`src/rtl/fetch_prefetch_unit.sv`:
```
// Instruction fetch stage: owns the PC, issues word reads to instruction memory,
// buffers PC-tagged responses in a prefetch FIFO and handles execute redirects.
// Optional statistics counters are built when FETCH_STATS_EN is defined.
module fetch_prefetch_unit #(
  parameter int unsigned DEPTH           = 4,
  parameter int unsigned MAX_OUTSTANDING = 2,
  parameter logic [31:0] RESET_PC        = 32'h0000_0000
) (
  input  logic        clk,
  input  logic        rst,
  input  logic        redirect_valid,
  input  logic [31:0] redirect_pc,
  output logic        imem_req_valid,
  output logic [31:0] imem_req_addr,
  input  logic        imem_req_ready,
  input  logic        imem_resp_valid,
  input  logic [31:0] imem_resp_data,
  output logic        inst_valid,
  output logic [31:0] inst_data,
  output logic [31:0] inst_pc,
  input  logic        inst_ready
`ifdef FETCH_STATS_EN
  ,
  output logic [31:0] stat_fetched,
  output logic [31:0] stat_dropped,
  output logic [31:0] stat_redirects
`endif
);

  localparam int unsigned AW = $clog2(DEPTH);
  localparam int unsigned CW = $clog2(DEPTH + 1);
  localparam int unsigned IW = $clog2(MAX_OUTSTANDING + 1);
  localparam int unsigned QW = (MAX_OUTSTANDING > 1) ? $clog2(MAX_OUTSTANDING) : 1;

  logic [31:0]   fetch_pc;
  logic [IW-1:0] inflight;
  logic [IW-1:0] drop;
  logic [CW-1:0] count;
  logic [AW-1:0] rd_ptr;
  logic [AW-1:0] wr_ptr;
  logic [31:0]   fifo_data [DEPTH];
  logic [31:0]   fifo_pc   [DEPTH];
  logic [31:0]   pc_q      [MAX_OUTSTANDING];
  logic [QW-1:0] q_rd;
  logic [QW-1:0] q_wr;

  logic        req_fire;
  logic        resp_ok;
  logic        discard;
  logic        push;
  logic        pop;
  logic [31:0] occupancy;

  // Request credit, response classification and FIFO head outputs
  always_comb begin
    occupancy      = 32'(count) + 32'(inflight);
    imem_req_valid = !rst && !redirect_valid &&
                     (32'(inflight) < MAX_OUTSTANDING) && (occupancy < DEPTH);
    imem_req_addr  = fetch_pc;
    req_fire       = imem_req_valid && imem_req_ready;
    // A response with nothing in flight is a protocol error and is ignored
    resp_ok        = imem_resp_valid && (inflight != '0);
    discard        = resp_ok && (redirect_valid || (drop != '0));
    push           = resp_ok && !discard;
    inst_valid     = (count != '0);
    pop            = inst_valid && inst_ready;
    inst_data      = inst_valid ? fifo_data[rd_ptr] : '0;
    inst_pc        = inst_valid ? fifo_pc[rd_ptr]   : '0;
  end

  // PC, in-flight/drop accounting, request-PC queue pointers and FIFO pointers
  always_ff @(posedge clk or posedge rst) begin
    if (rst) begin
      fetch_pc <= RESET_PC;
      inflight <= '0;
      drop     <= '0;
      count    <= '0;
      rd_ptr   <= '0;
      wr_ptr   <= '0;
      q_rd     <= '0;
      q_wr     <= '0;
    end else begin
      if (redirect_valid)
        fetch_pc <= redirect_pc & ~32'h3;
      else if (req_fire)
        fetch_pc <= fetch_pc + 32'd4;

      case ({req_fire, resp_ok})
        2'b10:   inflight <= inflight + 1'b1;
        2'b01:   inflight <= inflight - 1'b1;
        default: inflight <= inflight;
      endcase

      // Every response still in flight after a redirect belongs to the old path
      if (redirect_valid)
        drop <= inflight - IW'(resp_ok);
      else if (resp_ok && (drop != '0))
        drop <= drop - 1'b1;

      // Dropped responses still retire their queue entry to keep PCs aligned
      if (req_fire)
        q_wr <= (32'(q_wr) == MAX_OUTSTANDING - 1) ? '0 : q_wr + 1'b1;
      if (resp_ok)
        q_rd <= (32'(q_rd) == MAX_OUTSTANDING - 1) ? '0 : q_rd + 1'b1;

      if (redirect_valid) begin
        count  <= '0;
        rd_ptr <= '0;
        wr_ptr <= '0;
      end else begin
        if (push) wr_ptr <= wr_ptr + 1'b1;
        if (pop)  rd_ptr <= rd_ptr + 1'b1;
        case ({push, pop})
          2'b10:   count <= count + 1'b1;
          2'b01:   count <= count - 1'b1;
          default: count <= count;
        endcase
      end
    end
  end

  // Storage for FIFO entries and request PCs
  always_ff @(posedge clk) begin
    if (push) begin
      fifo_data[wr_ptr] <= imem_resp_data;
      fifo_pc[wr_ptr]   <= pc_q[q_rd];
    end
    if (req_fire)
      pc_q[q_wr] <= fetch_pc;
  end

`ifdef FETCH_STATS_EN
  // Free-running event counters
  always_ff @(posedge clk or posedge rst) begin
    if (rst) begin
      stat_fetched   <= '0;
      stat_dropped   <= '0;
      stat_redirects <= '0;
    end else begin
      if (push)           stat_fetched   <= stat_fetched + 32'd1;
      if (discard)        stat_dropped   <= stat_dropped + 32'd1;
      if (redirect_valid) stat_redirects <= stat_redirects + 32'd1;
    end
  end
`endif

endmodule

```
`config.mk`:
```
export PLATFORM = sky130hd
export DESIGN_NAME = fetch_prefetch_unit
export DESIGN_NICKNAME = d
export VERILOG_FILES = /design/src/rtl/fetch_prefetch_unit.sv
export SDC_FILE = /design/constraint.sdc
export NUM_CORES = 1
export LEC_CHECK = 0
export ABC_AREA = 1
export BUFFER_PORTS_ARGS = -buffer_cell sky130_fd_sc_hd__clkbuf_2
export CAP_MARGIN = 20
export CORE_MARGIN = 2
export CORE_UTILIZATION = 30
export CTS_BUF_LIST = sky130_fd_sc_hd__clkbuf_8
export DETAILED_ROUTE_END_ITERATION = 8
export SLEW_MARGIN = 20
export SYNTH_ARGS = -nofsm -noshare
export SYNTH_HDL_FRONTEND = slang
export SYNTH_SLANG_ARGS = --single-unit
export TNS_END_PERCENT = 10
```
`constraint.sdc`:
```
create_clock -name clk -period 5.3 [get_ports clk]
set_input_delay 0 -clock clk [delete_from_list [all_inputs] [get_ports clk]]
set_output_delay 0 -clock clk [all_outputs]
set_load 0.05 [all_outputs]
```
* Yosys cells after proc, flatten, opt, wreduce, memory -nomap -nowiden *
Memory sizes are Yosys's and may differ from the RTL's.
Index checks and enable logic that the tools add are counted.

word-level totals
  register bits after elaboration = 45
  bits in writable memories = 320
  input bits = 70
  output and inout bits = 98
  word-level logic and storage cells = 70
  memories kept = 3

operators by class
  add/sub/neg operators = 12
  $lt $le $gt $ge = 2
  eq/ne operators = 4
  muxes and demuxes = 19
  reductions and logical operators = 22

memories
  memory     depth  width  read ports  clocked after memory_dff  wr ports  RTL line  source
  fifo_data  4      32     1           0                         1         41        logic [31:0] fifo_data [DEPTH];
  fifo_pc    4      32     1           0                         1         42        logic [31:0] fifo_pc [DEPTH];
  pc_q       2      32     1           0                         1         43        logic [31:0] pc_q [MAX_OUTSTANDING];

operators with widths
  kind                                                count
  two-way mux 32 bit                                  4
  adder 32 x 3 -> 32 bit, second input constant       1
  nonzero test 2 bit                                  7
  two-way mux 2 bit                                   6
  logical AND 1 bit                                   9
  adder 2 x 1 -> 2 bit, second input constant         3
  two-way mux 1 bit                                   6
  one-hot mux 3 bit (2 select lines)                  1
  nonzero test 3 bit                                  2
  adder 3 x 2 -> 4 bit                                1
  == test 2 x 1 -> 1 bit, second input constant       2
  == test 2 bit, second input constant                2
  < comparator 4 x 3 -> 1 bit, second input constant  1
  one-hot mux 2 bit (2 select lines)                  1
  subtractor 2 x 1 -> 2 bit, second input constant    2
  adder 3 x 1 -> 3 bit, second input constant         1
  zero test 1 bit                                     3
  two-way mux 3 bit                                   1
  subtractor 3 x 1 -> 3 bit, second input constant    1
  adder 1 bit, second input constant                  2
  < comparator 2 bit, second input constant           1
  subtractor 2 x 1 -> 2 bit                           1
  logical OR 1 bit                                    1

* Longest topological paths before layout *
Gate-level depths: netlist of run 1.

  depth in word-level cells = 8
  depth in mapped cells = 14
  depth with buffers taken out = 14

* Worst setup path after synthesis of run 1 *
OpenSTA, ideal clock, no wires.

  path type = register to register
  start point = register drop[0]
  end point = memory fifo_data[0][0] (enable)
  setup time = 0.482 ns
  arrival = 3.505 ns
  data required time = 4.818 ns
  setup slack = 1.312 ns
  stages on the path, launching flop included = 7
  path buffers = 0
  clock period less this slack = 3.988 ns
  cells stage by stage = dfrtp_1 -> inv_1 -> ha_1 -> inv_1 -> nor2_1 -> nand3_1 -> nor2_1

between the ends
  cells in the longest elaborated chain, start to end = 7

RTL lines
  what                                     RTL line  source
  start, declared                          37        logic [IW-1:0] drop;
  start signal, assigned                   96        drop <= inflight - IW'(resp_ok);
  start signal, assigned                   98        drop <= drop - 1'b1;
  nonzero test 2 bit                       63        discard = resp_ok && (redirect_valid || (drop != '0));
  logical OR 1 bit                         63
  logical AND 1 bit                        63
  zero test 1 bit                          64        push = resp_ok && !discard;
  logical AND 1 bit                        64
  two-way mux 1 bit                        124       if (push) begin
  two-way mux 1 bit (implied by the code)  125       fifo_data[wr_ptr] <= imem_resp_data;
  end, declared                            41

Every way passes these cells.

* Worst setup path in the final report of run 1 *
  start point = register rd_ptr[0]
  end point = output port inst_pc[13]

between the ends
  cells in the longest elaborated chain, start to end = 2

RTL lines
  what                    RTL line  source
  start, declared         39        logic [AW-1:0] rd_ptr;
  start signal, assigned  112       if (pop) rd_ptr <= rd_ptr + 1'b1;
  memory (4 x 32 bit)     n/a
  two-way mux 32 bit      68        inst_pc = inst_valid ? fifo_pc[rd_ptr] : '0;
  end, declared           20        output logic [31:0] inst_pc,

Every way passes these cells.

==> reports/metrics.cfg, run 1 <==
[status]
run_status = completed

[clocking]
clock_network_latency_to_the_later_pin_of_the_worst_skew_pair_ps = 640
count_of_clock_tree_sinks = 351
htreeDepth = 2
post_cts_resized = 0
path_clk_slew_ps = 60
clock_tree.root_cell = sky130_fd_sc_hd__clkbuf_8
clk_path_buf_depth = 3
cts_tree = done
cts-buffers-inserted = 60

[route]
viasPerCell = 4.49
detailedRoute.firstPassIterationCount = 4
first_iter_violations = 631
antenna_left = 0
vias = 10600
wl_per_cell_um = 15.6
wirelength_routed_um = 37000
drc_errors = 0

[grt]
grtUsageTotal_pct = 14.7
antenna_found_initial = 0
grt_start_max_net_pins = 84
first_global_vias = 10400
global_route_wire_length_before_repair_um = 57600
gr-total-overflow = 0

[final_layout]
share_of_layout_cells_above_drive_strength_1_pct = 16.7
num_antenna_cells = 0
fin_nets = 1736
areaGrowthSynthToFinish_pct = 25.2

[synth]
synth_simple_gate_area_share_pct = 17.9
post_synth_adder_cell_area_pct = 0.896
netlist_instances = 1373
post-synth-top-area-fraction_pct = 62.5
synth.area.top_cells = sky130_fd_sc_hd__edfxtp_1 (62%), sky130_fd_sc_hd__nor2_1 (7.5%), sky130_fd_sc_hd__dfrtp_1 (7.3%)
synth.area.mux_share_pct = 0.0676
synth_top_family_by_area = simple AND/OR/NAND/NOR gates
seq_total_area_yosys_pct = 69.7
synth-xor-area-share_pct = 0.592
synth.avg_cell_area_um2 = 10.8
netlist-cell-type-count = 33
synth-compound-area-share_pct = 6.98
synth_seq_cells = 351
ys.warnings.count = 0
syn_area_um2 = 14800
biggest_area_consumer_among_synthesized_cells = sky130_fd_sc_hd__edfxtp_1

[timing]
setup_tns_ps = 0
fmax_mhz = 301
setup_viol = 0
layout_min_cycle_time_ps = 3320
layout_worst_path_cycle_share_pct = 62.7
fin_skew_ps = 20.7
timing.final.max_slew_violations = 0
worst_slew_pin_slew_ps = 966
timing_hold_violations_final = 0
final_critical_path_setup_slack_ps = 1980
rsz0062_at_grt = false
slew_headroom_pct = 35.5

[floorplanning]
core_area_um2 = 48800
die_height_um = 226
rows = 81
design.die.area_um2 = 51100
io-pin-count = 168
initial_standard_cell_utilization_of_the_core_pct = 30.3
die_w_um = 226

[run]
cap_viol_max_count = 0

[worst_setup_path]
cpPeakStageDelay_ps = 790
cp-start-kind = flip-flop
cp.arrival_ps = 3320
critical_path.slowest_cell = sky130_fd_sc_hd__dfrtp_4
path_delay_family = buffers and inverters
critPathRequiredTime_ps = 5300
cp_common_cell = sky130_fd_sc_hd__nor2_1
worst-path-buf-inv = 2
worstRegToRegCells = 7
critical_path_peak_fanout = 80
timing.critical_path.depth = 6
critPathCaptureType = output port
worst-setup-path-type = flip-flop to output port
timing.critical_path.cells = buf_4 > nor2_1 > nor2_1 > o21ai_0 > a21oi_1 > clkbuf_2

[placement]
detailed_place_hpwl_um = 22100
pre_cts_slack_ps = 2160
gpl.final_weighted_congestion = 0.805
portBuffers = 161

[power_and_ir_drop]
power_report.internal_total_w = 0.00523
combPwrFrac_pct = 35.5
sequentialPowerShare_pct = 39.0
ir_worst_vdd_v = 0.000179
net-switching-power_w = 0.00376
power.leakage_nw = 7.18
totalPowerFinal_w = 0.00900
power.density_nw_per_um2 = 485
power.switching_fraction_pct = 41.8
clock_power_share_pct = 25.6

[worst_hold_path]
timing.hold.worst.class = input port to asynchronous set/reset pin

[sequential cells by signal (all words and copies together) (netlist names), 3 cells and up]
name,cells
fifo_data,128
fifo_pc,120
pc_q,60
count,3
imem_req_addr,30
[cell families (layout without fill, tap and decap cells)]
group	count (synthesis)	in the layout
other cells	1	4
xor+xnor	10	10
simple gates	664	664
compound gates	203	203
fa+ha+maj	10	10
flops	351	351
mux	1	1
buf+inv	133	461
[worst paths after layout]
check	startpoint	to	slack, ps
hold reg to reg	count[2]	count[2]	560
setup / recovery	rd_ptr[0]	inst_pc[13]	1980
hold / removal	rst	rd_ptr[0]	80
setup reg to reg	drop[0]	fifo_data[0][29]	2530
max in group asynchronous	rst	rd_ptr[0]	4760
min in group clk	imem_resp_data[2]	fifo_data[1][2]	120
[power groups by stage]
stage / clock network, W / logic, W / registers (W)
floorplan: 0 / 0.00220 / 0.00361
global placement: 0 / 0.00315 / 0.00355
detailed placement: 0 / 0.00318 / 0.00356
CTS: 0.00238 / 0.00326 / 0.00350
global route: 0.00251 / 0.00349 / 0.00353
finish: 0.00230 / 0.00319 / 0.00350
[final cells by class]
cell class | count | area (um2)
inverter | 65 | 248
clock inverter | 45 | 243
tap | 664 | 831
sequential | 351 | 10300
timing repair buffer | 286 | 2020
multi-input combinational | 892 | 3970
clock buffer | 65 | 895
fill | 4804 | 30300
[stage by stage]
step                cell area [um2]  hold WS, ps  utilization [%]  instances
floorplan                     14800         98.9                -       1376
global placement              16300          188             33.4       2153
detailed placement            16300          198             33.4       2153
CTS                           18500         62.1             37.9       2367
global route                  18500         85.3             38.0       2368
finish                        18500         83.0             38.0       2368
[placed cells by master (no fill, tap or decap), types with 3 or more instances in the layout]
cell / instances
sky130_fd_sc_hd__edfxtp_1: 308
sky130_fd_sc_hd__nor2_1: 289
sky130_fd_sc_hd__nand2_1: 277
sky130_fd_sc_hd__clkbuf_2: 161
sky130_fd_sc_hd__o21ai_0: 131
sky130_fd_sc_hd__dlygate4sd3_1: 104
sky130_fd_sc_hd__nand3_1: 76
sky130_fd_sc_hd__inv_1: 73
sky130_fd_sc_hd__a21oi_1: 65
sky130_fd_sc_hd__clkbuf_8: 65
sky130_fd_sc_hd__dfrtp_1: 41
sky130_fd_sc_hd__clkinv_1: 20
sky130_fd_sc_hd__buf_4: 20
sky130_fd_sc_hd__clkinv_2: 9
sky130_fd_sc_hd__ha_1: 9
sky130_fd_sc_hd__nor2_2: 8
sky130_fd_sc_hd__xor2_1: 6
sky130_fd_sc_hd__nor2_4: 5
sky130_fd_sc_hd__o21bai_1: 5
sky130_fd_sc_hd__xnor2_1: 4
sky130_fd_sc_hd__conb_1: 4
sky130_fd_sc_hd__clkinvlp_4: 3
[repair_timing]
| item | 4_1_cts | 5_1_grt |
|---|---|---|
| hold buffers | 104 | 0 |
| buffers inserted | 0 | 0 |
| hold endpoints to repair | 211 | 0 |
[synth_stat cells (all sizes together)]
master and number:
a21oi 65, and2 2, buf 27, clkbuf 41, clkinv 5, conb 1, dfrtp 43, edfxtp 308
fa 1, ha 9, inv 60, mux2i 1, nand2 279, nand3 77, nand3b 1, nor2 302
nor3 1, o211ai 1, o21a 1, o21ai 131, o21bai 5, or2 2, xnor2 4, xor2 6
[routing by layer]
metal,vias to the layer above,GRT usage (%),part of all wire [%]
met5,-,0,0
met4,0,3.82,1.6
met3,56,3.29,5.0
met2,251,25.1,49
met1,5098,18.8,44
li1,5224,-,-
[tightest hold or removal path, cell delays in order]
cell and delay [ps]:
sky130_fd_sc_hd__dlygate4sd3_1 540, sky130_fd_sc_hd__clkbuf_2 110, sky130_fd_sc_hd__inv_1 40, sky130_fd_sc_hd__buf_4 490
Note: power is estimated with default switching activity, not from simulation.
==> run 2, diff against run 1 <==
==> constraint.sdc (replaced) <==
create_clock -name clk -period 2.9 [get_ports clk]
set_input_delay 0 -clock clk [delete_from_list [all_inputs] [get_ports clk]]
set_output_delay 0 -clock clk [all_outputs]
set_load 0.05 [all_outputs]
==> reports/metrics.cfg, run 2 (synthesized netlist as in run 1, its figures left out) <==
[final_layout]
max_reg_flops = 128
instances_no_fill = 2413
largest_registers = fifo_data x128, fifo_pc x120, pc_q x60
fin_nets = 1779
registers.top_by_ff_count = fifo_data
final_util_pct = 39.0
share_of_layout_cells_above_drive_strength_1_pct = 16.9
seqCellArea_um2 = 10300
multi_input_comb_area_um2 = 3990
layout.cells.most_common_list = sky130_fd_sc_hd__edfxtp_1 (308), sky130_fd_sc_hd__nor2_1 (289), sky130_fd_sc_hd__nand2_1 (277), sky130_fd_sc_hd__clkbuf_2 (161), sky130_fd_sc_hd__dlygate4sd3_1 (139)
layout.cell_area.non_filler_um2 = 19000
num_antenna_cells = 0
final.fill_count = 4784
final_common_cell = sky130_fd_sc_hd__edfxtp_1
areaGrowthSynthToFinish_pct = 28.6

[floorplanning]
design.die.area_um2 = 51100
core_area_um2 = 48800
io-pin-count = 168
die_w_um = 226
initial_standard_cell_utilization_of_the_core_pct = 30.3
die_height_um = 226
rows = 81

[worst_setup_path]
critical_path.slowest_cell = sky130_fd_sc_hd__dlygate4sd3_1
critPathRequiredTime_ps = 3440
worst-setup-path-type = flip-flop to flip-flop
cpPeakStageDelay_ps = 560
timing.critical_path.cells = ha_1 > nand3_1 > nand2_1 > nor2_4 > nand2_8 > nand3_1 > nand2_1 > dlygate4sd3_1 > inv_1 > nand2_1 > dlygate4sd3_1
critPathCaptureType = flip-flop
cp_common_cell = sky130_fd_sc_hd__nand2_1
critical_path_peak_fanout = 17
cp-start-kind = flip-flop
cp.arrival_ps = 3290

[worst_hold_path]
timing.hold.worst.class = input port to asynchronous set/reset pin

[grt]
global_route_wire_length_before_repair_um = 57700
antenna_found_initial = 0
grt_start_max_net_pins = 86
first_global_vias = 10600
grtUsageTotal_pct = 14.7
gr-total-overflow = 0

[route]
vias = 10800
detailedRoute.firstPassIterationCount = 7
first_iter_violations = 629
wirelength_routed_um = 37200
antenna_left = 0
drc_errors = 0
viasPerCell = 4.46
wl_per_cell_um = 15.4

[clocking]
cts-buffers-inserted = 61
clock_tree.root_cell = sky130_fd_sc_hd__clkbuf_8
path_clk_slew_ps = 60
count_of_clock_tree_sinks = 351
htreeDepth = 2
clk_path_buf_depth = 3
clock_network_latency_to_the_later_pin_of_the_worst_skew_pair_ps = 650
cts_tree = done

[timing]
setup_viol = 0
layout_worst_path_cycle_share_pct = 95.0
layout_min_cycle_time_ps = 2760
worst_slew_pin_slew_ps = 927
timing.final.max_slew_violations = 0
timing_hold_violations_final = 0
fin_worst_hold_slack_ps = 70.4
fmax_mhz = 363
slew_headroom_pct = 38.2
fin_skew_ps = 31.4

[power_and_ir_drop]
ir_worst_vdd_v = 0.000379
power.leakage_nw = 7.42
power.density_nw_per_um2 = 871
totalPowerFinal_w = 0.0166

[placement]
gpl.final_weighted_congestion = 0.795
dpl_cell_area_um2 = 16500
portBuffers = 161
placed_cells = 2157
detailed_place_hpwl_um = 22400

[run]
cap_viol_max_count = 0

[status]
run_status = completed

run 2: repair_timing:
action / 4_1_cts / 5_1_grt
hold buffers: 139 / 0
setup buffers: 0 / 4
gates resized for setup: 0 / 4
hold endpoints to repair: 213 / 0
endpoints found under the setup margin: 0 / 13
run 2: per-layer routing:
metal	vias to the layer above	GRT usage, %	part of all wire (%)
met2	267	25.4	49
li1	5311	-	-
met1	5109	18.1	43
met3	68	3.16	5.4
met5	-	0	0
met4	0	5.22	2.4
run 2: where the power goes:
| group | internal (W) | switching (W) |
|---|---|---|
| clock | 0.00208 | 0.00202 |
| sequential | 0.00608 | 0.000312 |
| combinational | 0.00146 | 0.00463 |
run 2: critical path: cells and delay by family (launching register included):
kind,cells,cell delay (ps)
fa+ha+maj,1,300
buf+inv,3,1180
flops,1,420
simple gates,7,730
run 2: cell type report:
class                   instances  area share [%]
flip-flops and latches        351            54.3
multi-input cells             892            21.0
repair buffers                328            13.3
clock buffers                  62            4.48
well taps                     664            4.37
clock inverters                51            1.31
inverters                      65            1.30
run 2: worst paths after layout:
| path | start | end | slack (ps) | cells after the start |
|---|---|---|---|---|
| worst max-delay path | inflight[1] | imem_req_addr[28] | 140 | 11 |
| worst min-delay path | rst | inflight[0] | 70 | 4 |
| worst max register to register | inflight[1] | imem_req_addr[28] | 140 | 11 |
| worst min register to register | count[2] | count[2] | 560 | 2 |
| max in group asynchronous | rst | rd_ptr[0] | 2380 | 4 |
| min in group clk | imem_resp_data[8] | fifo_data[3][8] | 140 | 2 |
run 2: per-stage QoR:
stage / worst slack [ps] / setup TNS [ps]
6_report: 144 / 0
3_3_place_gp: 704 / 0
3_5_place_dp: 672 / 0
2_1_floorplan: -112 / -29440
5_1_grt: -42.0 / -58.9
4_1_cts: 60.2 / 0
==> run 3, diff against run 2 <==
--- a/config.mk
+++ b/config.mk
@@ -12,6 +12,7 @@
 export CORE_UTILIZATION = 30
 export CTS_BUF_LIST = sky130_fd_sc_hd__clkbuf_8
 export DETAILED_ROUTE_END_ITERATION = 8
+export REMOVE_ABC_BUFFERS = 1
 export SLEW_MARGIN = 20
 export SYNTH_ARGS = -nofsm -noshare
 export SYNTH_HDL_FRONTEND = slang
==> reports/metrics.cfg, run 3 (synthesized netlist as in run 1, its figures left out) <==
[clocking]
clk_path_buf_depth = 3
cts-buffers-inserted = 60
path_clk_slew_ps = 60
clock_network_latency_to_the_later_pin_of_the_worst_skew_pair_ps = 620
clock_tree.root_cell = sky130_fd_sc_hd__clkbuf_8
cts_tree = done
count_of_clock_tree_sinks = 351
htreeDepth = 2

[worst_setup_path]
critPathCaptureType = flip-flop
cp-start-kind = flip-flop
critical_path_peak_fanout = 17
worst-setup-path-type = flip-flop to flip-flop
regToRegStartpoint = count[1]
cp.arrival_ps = 3220
worst_setup_path_startpoint = count[1]
critPathRequiredTime_ps = 3390

[timing]
fmax_mhz = 366
worst_slew_pin_slew_ps = 960
setup_viol = 0
timing_hold_violations_final = 0
fin_skew_ps = 12.3
timing.final.max_slew_violations = 0
layout_min_cycle_time_ps = 2730
final_critical_path_setup_slack_ps = 171
slew_headroom_pct = 35.9
layout_worst_path_cycle_share_pct = 94.1

[final_layout]
final_util_pct = 38.3
seqCellArea_um2 = 10300
fin_nets = 1740
multi_input_comb_area_um2 = 3990
layout.cells.most_common_list = sky130_fd_sc_hd__edfxtp_1 (308), sky130_fd_sc_hd__nor2_1 (289), sky130_fd_sc_hd__nand2_1 (276), sky130_fd_sc_hd__clkbuf_2 (161), sky130_fd_sc_hd__o21ai_0 (131)
final.fill_count = 4770
max_reg_flops = 128
largest_registers = fifo_data x128, fifo_pc x120, pc_q x60
share_of_layout_cells_above_drive_strength_1_pct = 17.3
num_antenna_cells = 0
final_common_cell = sky130_fd_sc_hd__edfxtp_1
areaGrowthSynthToFinish_pct = 26.5
registers.top_by_ff_count = fifo_data
instances_no_fill = 2373

[floorplanning]
die_w_um = 226
core_area_um2 = 48800
design.die.area_um2 = 51100
io-pin-count = 168
die_height_um = 226
initial_standard_cell_utilization_of_the_core_pct = 30.3
rows = 81

[placement]
gpl.final_weighted_congestion = 0.851
placed_cells = 2158
detailed_place_hpwl_um = 22000
portBuffers = 161
pre_cts_slack_ps = 647

[route]
drc_errors = 0
wl_per_cell_um = 15.5
wirelength_routed_um = 36900
vias = 10600
antenna_left = 0
detailedRoute.firstPassIterationCount = 7
first_iter_violations = 530
viasPerCell = 4.45

[worst_hold_path]
timing.hold.worst.class = input port to flip-flop
timing.hold.worst.start = imem_resp_data[17]

[power_and_ir_drop]
power.density_nw_per_um2 = 895
power.switching_fraction_pct = 41.1
power.leakage_nw = 7.29
net-switching-power_w = 0.00688
totalPowerFinal_w = 0.0168
ir_worst_vdd_v = 0.000385
clock_power_share_pct = 26.3
sequentialPowerShare_pct = 38.1
combPwrFrac_pct = 35.7
power_report.internal_total_w = 0.00988

[grt]
first_global_vias = 10300
grt_start_max_net_pins = 63
antenna_found_initial = 0
gr-total-overflow = 0
global_route_wire_length_before_repair_um = 57000
grtUsageTotal_pct = 14.5

[run]
cap_viol_max_count = 0

[status]
run_status = completed

[run 3: path summary, 6_finish.rpt]
path | slack (ps) | endpoint | cells after the start
worst max-delay path | 170 | imem_req_addr[25] | 11
worst min-delay path | 140 | fifo_data[1][17] | 2
min in group asynchronous | 580 | imem_req_addr[2] | 5
worst min register to register | 560 | count[1] | 2
max in group asynchronous | 2000 | rd_ptr[0] | 5
worst max register to register | 170 | imem_req_addr[25] | 11
[run 3: repair_timing]
action | CTS | global route
resized for setup | 0 | 5
setup buffers | 0 | 1
hold endpoints to repair | 213 | 0
setup endpoints to repair | 0 | 3
hold buffers | 103 | 0
[run 3: power groups by stage]
stage / registers [W] / clock network, W / logic (W)
after global routing: 0.00642 / 0.00477 / 0.00652
after floorplan: 0.00676 / 0 / 0.00372
after CTS: 0.00637 / 0.00456 / 0.00607
after detailed placement: 0.00647 / 0 / 0.00589
final: 0.00638 / 0.00441 / 0.00598
after global placement: 0.00646 / 0 / 0.00582
[run 3: layout make-up]
cell class | instances | share of cell area, %
sequential | 351 | 55.2
inverter | 65 | 1.32
clock buffer | 66 | 4.85
multi-input combinational | 892 | 21.3
timing repair buffer | 290 | 11.4
clock inverter | 45 | 1.54
tap | 664 | 4.44
[run 3: worst max-delay path: stages, from the launching register on]
cell,delay [ps]
sky130_fd_sc_hd__dfrtp_2,440
sky130_fd_sc_hd__ha_1,280
sky130_fd_sc_hd__nand3_1,100
sky130_fd_sc_hd__nand2_2,100
sky130_fd_sc_hd__nor2_4,200
sky130_fd_sc_hd__nand2_8,140
sky130_fd_sc_hd__nand3_1,90
sky130_fd_sc_hd__nand2_1,50
sky130_fd_sc_hd__dlygate4sd3_1,550
sky130_fd_sc_hd__inv_1,50
sky130_fd_sc_hd__nand2_1,40
sky130_fd_sc_hd__dlygate4sd3_1,550
[run 3: through the flow]
| stage | hold slack (ps) | cell area, um2 | setup TNS, ps |
|---|---|---|---|
| final | 141 | 18700 | 0 |
| after global routing | 95.9 | 18700 | -10.9 |
| after CTS | 65.2 | 18700 | 0 |
| after detailed placement | 77.0 | 16500 | 0 |
| after global placement | 74.5 | 16500 | 0 |
| after floorplan | 98.9 | 14500 | -372540 |
[run 3: metal layers]
metal | wire, um | part of all wire [%] | track usage, % | vias up
met2 | 17300 | 47 | 24.3 | 287
met3 | 2290 | 6.2 | 3.30 | 69
met5 | 0 | 0 | 0 | -
met4 | 1050 | 2.8 | 5.54 | 0
li1 | - | - | - | 5228
met1 | 16200 | 44 | 18.4 | 4979
